[config.mk]
export PLATFORM = sky130hd
export DESIGN_NAME = i2c_target
export DESIGN_NICKNAME = d
export VERILOG_FILES = /design/src/rtl/i2c_target.sv
export SDC_FILE = /design/constraint.sdc
export NUM_CORES = 1
export LEC_CHECK = 0
export BUFFER_PORTS_ARGS = -buffer_cell sky130_fd_sc_hd__buf_2
export CAP_MARGIN = 20
export CORE_MARGIN = 2
export CORE_UTILIZATION = 55
export DETAILED_ROUTE_END_ITERATION = 8
export PLACE_DENSITY = 0.77
export RECOVER_POWER = 50
export SYNTH_ARGS = -nofsm -noshare
export SYNTH_HDL_FRONTEND = slang
export SYNTH_SLANG_ARGS = --single-unit
[constraint.sdc]
create_clock -name clk -period 2.4 [get_ports clk]
set_input_delay 0.12 -clock clk [delete_from_list [all_inputs] [get_ports clk]]
set_output_delay 0.12 -clock clk [all_outputs]
set_load 0.02 [all_outputs]
[src/rtl/i2c_target.sv]
// I2C target: oversampled SCL/SDA front end, START/STOP detection, fixed
// 7-bit address match, write-byte reception and handshaked read-byte service.
// SDA is open-drain: sda_oe=1 pulls the line low, 0 releases it.
module i2c_target #(
  parameter logic [6:0] ADDR        = 7'h42,
  parameter int         SYNC_STAGES = 2
) (
  input  logic       clk,
  input  logic       reset,
  input  logic       scl_in,
  input  logic       sda_in,
  output logic       sda_oe,
  output logic [7:0] rx_data,
  output logic       rx_valid,
  output logic       tx_req,
  input  logic [7:0] tx_data,
  output logic       rw,
  output logic       busy
);

  typedef enum logic [2:0] {
    S_IDLE,
    S_ADDR,
    S_ADDR_ACK,
    S_WRITE,
    S_WRITE_ACK,
    S_READ,
    S_READ_ACK,
    S_IGNORE
  } state_t;

  // Synchroniser chains plus one delay flop each for edge detection.
  logic [SYNC_STAGES-1:0] scl_sync_q;
  logic [SYNC_STAGES-1:0] sda_sync_q;
  logic                   scl_dly_q;
  logic                   sda_dly_q;

  logic scl_s;
  logic sda_s;
  logic scl_rise;
  logic scl_fall;
  logic start_det;
  logic stop_det;

  state_t     state_q, state_d;
  logic [3:0] bit_cnt_q, bit_cnt_d;
  logic [7:0] shift_q, shift_d;
  logic       ack_on_q, ack_on_d;     // set once the ACK slot drive has begun
  logic       sda_oe_q, sda_oe_d;
  logic [7:0] rx_data_q, rx_data_d;
  logic       rx_valid_q, rx_valid_d;
  logic       tx_req_q, tx_req_d;
  logic       rw_q, rw_d;
  logic       busy_q, busy_d;
  logic [7:0] byte_in;

  // Resynchronise the pins; reset to the idle-bus level so no false edge follows reset.
  always_ff @(posedge clk) begin
    if (reset) begin
      scl_sync_q <= '1;
      sda_sync_q <= '1;
      scl_dly_q  <= 1'b1;
      sda_dly_q  <= 1'b1;
    end else begin
      scl_sync_q <= {scl_sync_q[SYNC_STAGES-2:0], scl_in};
      sda_sync_q <= {sda_sync_q[SYNC_STAGES-2:0], sda_in};
      scl_dly_q  <= scl_sync_q[SYNC_STAGES-1];
      sda_dly_q  <= sda_sync_q[SYNC_STAGES-1];
    end
  end

  assign scl_s     = scl_sync_q[SYNC_STAGES-1];
  assign sda_s     = sda_sync_q[SYNC_STAGES-1];
  assign scl_rise  = scl_s & ~scl_dly_q;
  assign scl_fall  = ~scl_s & scl_dly_q;
  // SDA edges only count as START/STOP while SCL is stably high.
  assign start_det = scl_s & scl_dly_q & sda_dly_q & ~sda_s;
  assign stop_det  = scl_s & scl_dly_q & ~sda_dly_q & sda_s;

  // Protocol state register and registered outputs.
  always_ff @(posedge clk) begin
    if (reset) begin
      state_q    <= S_IDLE;
      bit_cnt_q  <= 4'd0;
      shift_q    <= 8'd0;
      ack_on_q   <= 1'b0;
      sda_oe_q   <= 1'b0;
      rx_data_q  <= 8'd0;
      rx_valid_q <= 1'b0;
      tx_req_q   <= 1'b0;
      rw_q       <= 1'b0;
      busy_q     <= 1'b0;
    end else begin
      state_q    <= state_d;
      bit_cnt_q  <= bit_cnt_d;
      shift_q    <= shift_d;
      ack_on_q   <= ack_on_d;
      sda_oe_q   <= sda_oe_d;
      rx_data_q  <= rx_data_d;
      rx_valid_q <= rx_valid_d;
      tx_req_q   <= tx_req_d;
      rw_q       <= rw_d;
      busy_q     <= busy_d;
    end
  end

  // Next-state logic: STOP and START override every state, then per-state bit handling.
  always_comb begin
    state_d    = state_q;
    bit_cnt_d  = bit_cnt_q;
    shift_d    = shift_q;
    ack_on_d   = ack_on_q;
    sda_oe_d   = sda_oe_q;
    rx_data_d  = rx_data_q;
    rx_valid_d = 1'b0;
    tx_req_d   = 1'b0;
    rw_d       = rw_q;
    busy_d     = busy_q;
    byte_in    = {shift_q[6:0], sda_s};

    if (stop_det) begin
      state_d   = S_IDLE;
      sda_oe_d  = 1'b0;
      busy_d    = 1'b0;
      ack_on_d  = 1'b0;
      bit_cnt_d = 4'd0;
    end else if (start_det) begin
      state_d   = S_ADDR;
      sda_oe_d  = 1'b0;
      ack_on_d  = 1'b0;
      bit_cnt_d = 4'd0;
    end else begin
      case (state_q)
        S_IDLE: begin
          sda_oe_d = 1'b0;
        end

        S_ADDR: begin
          if (scl_rise) begin
            shift_d   = byte_in;
            bit_cnt_d = bit_cnt_q + 4'd1;
            if (bit_cnt_q == 4'd7) begin
              if (byte_in[7:1] == ADDR) begin
                state_d = S_ADDR_ACK;
                rw_d    = byte_in[0];
                busy_d  = 1'b1;
              end else begin
                state_d = S_IGNORE;
                busy_d  = 1'b0;
              end
            end
          end
        end

        S_ADDR_ACK, S_WRITE_ACK: begin
          // For a read, the first byte is fetched on the ACK rising edge.
          if (scl_rise && state_q == S_ADDR_ACK && rw_q) begin
            tx_req_d = 1'b1;
            shift_d  = tx_data;
          end
          if (scl_fall) begin
            if (!ack_on_q) begin
              sda_oe_d = 1'b1;
              ack_on_d = 1'b1;
            end else begin
              ack_on_d  = 1'b0;
              bit_cnt_d = 4'd0;
              if (state_q == S_ADDR_ACK && rw_q) begin
                sda_oe_d = ~shift_q[7];
                state_d  = S_READ;
              end else begin
                sda_oe_d = 1'b0;
                state_d  = S_WRITE;
              end
            end
          end
        end

        S_WRITE: begin
          if (scl_rise) begin
            shift_d   = byte_in;
            bit_cnt_d = bit_cnt_q + 4'd1;
            if (bit_cnt_q == 4'd7) begin
              rx_data_d  = byte_in;
              rx_valid_d = 1'b1;
              state_d    = S_WRITE_ACK;
            end
          end
        end

        S_READ: begin
          // shift_q[7] always holds the bit to present on the next falling edge.
          if (scl_rise && bit_cnt_q != 4'd8) begin
            shift_d   = {shift_q[6:0], 1'b0};
            bit_cnt_d = bit_cnt_q + 4'd1;
          end
          if (scl_fall) begin
            if (bit_cnt_q == 4'd8) begin
              sda_oe_d = 1'b0;
              state_d  = S_READ_ACK;
            end else begin
              sda_oe_d = ~shift_q[7];
            end
          end
        end

        S_READ_ACK: begin
          if (scl_rise) begin
            if (!sda_s) begin
              tx_req_d  = 1'b1;
              shift_d   = tx_data;
              bit_cnt_d = 4'd0;
              state_d   = S_READ;
            end else begin
              state_d = S_IGNORE;
              busy_d  = 1'b0;
            end
          end
        end

        S_IGNORE: begin
          sda_oe_d = 1'b0;
        end

        default: begin
          state_d  = S_IDLE;
          sda_oe_d = 1'b0;
        end
      endcase
    end
  end

  assign sda_oe   = sda_oe_q;
  assign rx_data  = rx_data_q;
  assign rx_valid = rx_valid_q;
  assign tx_req   = tx_req_q;
  assign rw       = rw_q;
  assign busy     = busy_q;

endmodule

---- Word level (Yosys, flattened, before mapping) ----
Cells that the tools add are included.
word-level totals
  register bits after elaboration ......... 35
  output and inout port bits .............. 13
operators by class
  $add $sub $neg .......................... 1
  equality and inequality tests ........... 34
  mux-type cells .......................... 45
  bitwise operators ....................... 16
  reductions and logical operators ........ 25
operator list
  operator                                                                count
  8-bit two-way mux                                                       5
  3-bit two-way mux                                                       11
  8-bit one-hot mux with 4 select lines                                   1
  3-bit != test (second input constant)                                   9
  2-bit != test (second input constant)                                   13
  4-bit two-way mux                                                       6
  10-bit AND reduction                                                    2
  1-bit two-way mux                                                       16
  4-bit one-hot mux with 4 select lines                                   1
  3-bit one-hot mux with 5 select lines                                   1
  3-bit equality test (second input constant)                             4
  6-bit AND reduction                                                     2
  1-bit inverter                                                          9
  8-bit AND reduction                                                     1
  2-bit OR reduction                                                      4
  1-bit bitwise AND                                                       7
  7-bit equality test (second input constant)                             1
  7-bit AND reduction                                                     1
  3-bit by 2-bit equality test with 1-bit output (second input constant)  2
  6-bit nonzero test                                                      1
  5-bit AND reduction                                                     1
  5-bit nonzero test                                                      1
  5-bit OR reduction                                                      1
  4-bit by 1-bit adder with 4-bit output (second input constant)          1
  16 further kinds                                                        20

---- Logic depth before layout (Yosys ltp) ----
  depth in word-level cells ............... 7
  mapped depth ............................ 7
  mapped depth without buffers ............ 6

---- Worst setup path before layout ----
OpenSTA, ideal clock, no wires.
  path type ............................... flip-flop to flip-flop
  start ................................... register bit_cnt_q[0]
  end ..................................... register shift_q[0]
  setup time .............................. 0.121 ns
  arrival time ............................ 1.804 ns
  required time ........................... 2.279 ns
  path slack .............................. 0.475 ns
  cell stages (with the launch flop) ...... 8
  path buffers ............................ 1
  clock period less this slack ............ 1.925 ns
  cells stage by stage .................... dfxtp_1 -> inv_1 -> ha_1 -> nand3b_1 -> o221ai_2 -> or4_1 -> buf_6 -> mux2_4
on the way
  word-level cells in the longest chain between the ends .. 4
ends and longest elaborated chain
  what                                  line  RTL
  start: declaration                    46    logic [3:0] bit_cnt_q, bit_cnt_d;
  start signal: assignment              95    bit_cnt_q <= bit_cnt_d;
  4-bit != test                         193   if (scl_rise && bit_cnt_q != 4'd8) begin
  1-bit logical AND                     193
  2-bit != test (no source line)        -
  8-bit AND reduction (no source line)  -
  end signal: assignment                96    shift_q <= shift_d;
  end: declaration                      47    logic [7:0] shift_q, shift_d;
No other way between the ends.
A chain may end at the register's enable or synchronous reset.

---- Worst setup path after layout ----
  start ................................... register bit_cnt_q[0]
  end ..................................... register shift_q[5]
The elaborated chain is that of the path after synthesis.

==> impl_metrics.toml <==
[status]
status = "complete, no violations"

[sta]
maxSlewViolCount = 0
whs_ns = 0.137
worst_slack_ns = 0.119
setup_viol = 0
hold_viol = 0
period_share_pct = 95.0
fin_tns_setup_ns = 0
clock_skew_ns = 0.0159
layout_min_cycle_time_ns = 2.28
rsz0062_at_grt = "no"
worst_pin_slew_ns = 0.668
relSlewSlack_pct = 55.4
fmaxAchievable_ghz = 0.438

[place]
pre_cts_ws_ns = 0.165
placed_area_sq_um = 2080
gp_routability_congestion = 0.906
port_buffers = 24
dp.cells = 279
hpwlAfterDp_mm = 3.06

[drt]
drt_iter0_markers = 108
ant_nets = 0
viasPerCell = 5.68
drt_pass1_iterations = 4
num_vias = 1642
finalWirelength_mm = 4.31
wire_per_inst_microns = 14.9
route.detailed.drc = 0

[finish]
antenna_cells = 0
postLayoutCoreUtil_pct = 65.2
fin_nets = 256
drive_gt1_share_pct = 18.9
postLayoutCellArea_sq_um = 2180
syn2layout_area_growth_pct = 14.0
layout_common_cells = "dfxtp_1, nand2_1, a21oi_1, clkbuf_1, nor2_1"
layout_commonest_cell = "dfxtp_1"
fin_cells = 289

[critical_path]
path_class = "flop to flop"
worstPathCellList = "inv_1 -> ha_1 -> nand3b_1 -> o221ai_2 -> or4_1 -> mux2_4"
rr_startpoint = "bit_cnt_q[0]"
cp_num_cells = 6
arrival_ns = 2.54
path_buf_inv = 1
reg2regPathDepth = 6
crit_fanout = 8
critPathLaunchType = "flop"
cp-startpoint = "bit_cnt_q[0]"
cp-end-kind = "flop"
slowest_stage = "or4_1"
cp_data_required_time_ns = 2.66
cp_top_family = "simple AND/OR/NAND/NOR gates"
slowest_delay_ns = 0.78

[min_path]
hp-start = "tx_data[0]"
hold_path_class = "input pin to flop"
hold_depth = 4

[global_routing]
antenna_found_initial = 0
grt_pass1_vias = 1511
met1_usage_pct = 29.6
met3_usage_pct = 6.49
grt.busiest_layer = "met2"
grt_pass1_wl_mm = 7.00
grt_max_degree = 37
use_met2_pct = 35.8
grt-ovfl-total = 0
grt.total_usage_pct = 22.8

[cts]
cts_tree = "done"
cts_root_buffer = "clkbuf_4"
post_cts_buffers = 0
cts-resized-gates = 0
cts_hold_buf = 2
clkLatencyLatePin_ns = 0.36
cts_buffers = 5
h-tree-depth = 2
clockBufferDepth = 2
cts_sinks = 35
path_clk_slew_ns = 0.11

[job]
cap_violations = 0

[synthesis]
syn-cell-area_sq_um = 1910
ys_warn_count = 0
synthFlopType = "dfxtp_1"
yosys.cell_types.count = 55
yosys_register_bits = 35
synthArstFlopShare_pct = 0
syn_avg_cell_area_sq_um = 8.87
synth_edf_count = 0
yosysSeqAreaShare_pct = 36.7
synth_nets = 229
netlist_instances = 215

[power_and_ir_drop]
p_per_area_nw_per_um2 = 655
vdd_drop_max_mv = 0.704
p_leak_nw = 0.918
total_power_mw = 1.42

[floorplanning]
rows = 21
coreArea_sq_um = 3340
start_util_pct = 57.2
dieArea_sq_um = 3960
die_w_microns = 62.9
die_h_microns = 62.9
io-pin-count = 25
cell usage after synthesis (all sizes together) (2+ instances only):
master	instances	area (sq um)
o31ai	2	15.0
nand2	21	78.8
a211oi	5	37.5
o21ai	6	30.0
o211ai	2	15.0
or2	7	43.8
buf	9	56.3
nor3	3	15.0
and2b	2	15.0
nand3	3	15.0
xnor2	2	17.5
dfxtp	35	701
or3	2	12.5
nor2b	10	62.6
a31oi	2	12.5
nand4b	2	23.8
clkbuf	7	26.3
nand3b	4	30.0
and2	2	12.5
mux2	8	120
a21oi	18	90.1
nor3b	2	15.0
ha	2	25.0
and3b	3	26.3
o2111a	2	22.5
and3	2	12.5
inv	5	18.8
nand2b	3	18.8
mux2i	10	100
nor2	12	45.0
kinds of logic (layout without fill, tap and decap cells):
family / count (synthesis) / in the layout / share of synthesized area [%]
DFF: 35 / 35 / 36.7
muxes: 18 / 18 / 11.5
xor gates and xnor gates: 3 / 3 / 1.38
AOI/OAI and AO/OA: 53 / 53 / 19.3
and+or+nand+nor: 83 / 83 / 24.5
buffers and inverters: 21 / 49 / 5.31
adders and majority gates: 2 / 2 / 1.31
per-layer routing:
layer	wire length (microns)	up-vias
met5	0	-
met4	56	0
met3	248	6
met2	1970	50
met1	2040	761
li1	-	825
where the power goes:
group          internal [mW]  switching (mW)
Sequential             0.605          0.0288
Combinational          0.121           0.138
Clock                  0.325           0.206
Total                   1.05           0.373
worst min-delay path: cells and delay by family:
| kind | cells | cell delay [ns] |
|---|---|---|
| muxes | 1 | 0.14 |
| buffers and inverters | 1 | 0.08 |
| AOI/OAI and AO/OA | 1 | 0.05 |
| and+or+nand+nor | 1 | 0.08 |
registers in the layout, indices dropped and copies added (netlist names), 2 cells and up:
register and count:
scl_sync_q 2, sda_sync_q 2, bit_cnt_q 4, state_q 3, rx_data 8, shift_q 8
final cells by class:
cell class,count,area (sq um)
fill,304,1160
multi-input combinational,159,1110
inverter,5,18.8
clock buffer,6,41.3
timing repair buffer,36,191
tap,46,57.6
clock inverter,2,60.1
sequential,35,701
path summary, 6_finish.rpt:
| check | end | slack (ns) |
|---|---|---|
| worst min register to register | sda_sync_q[1] | 0.41 |
| worst min-delay path | shift_q[0] | 0.14 |
| worst max register to register | shift_q[5] | 0.12 |
| worst max-delay path | shift_q[5] | 0.12 |
No activity file was read; power rests on OpenSTA's default activity.
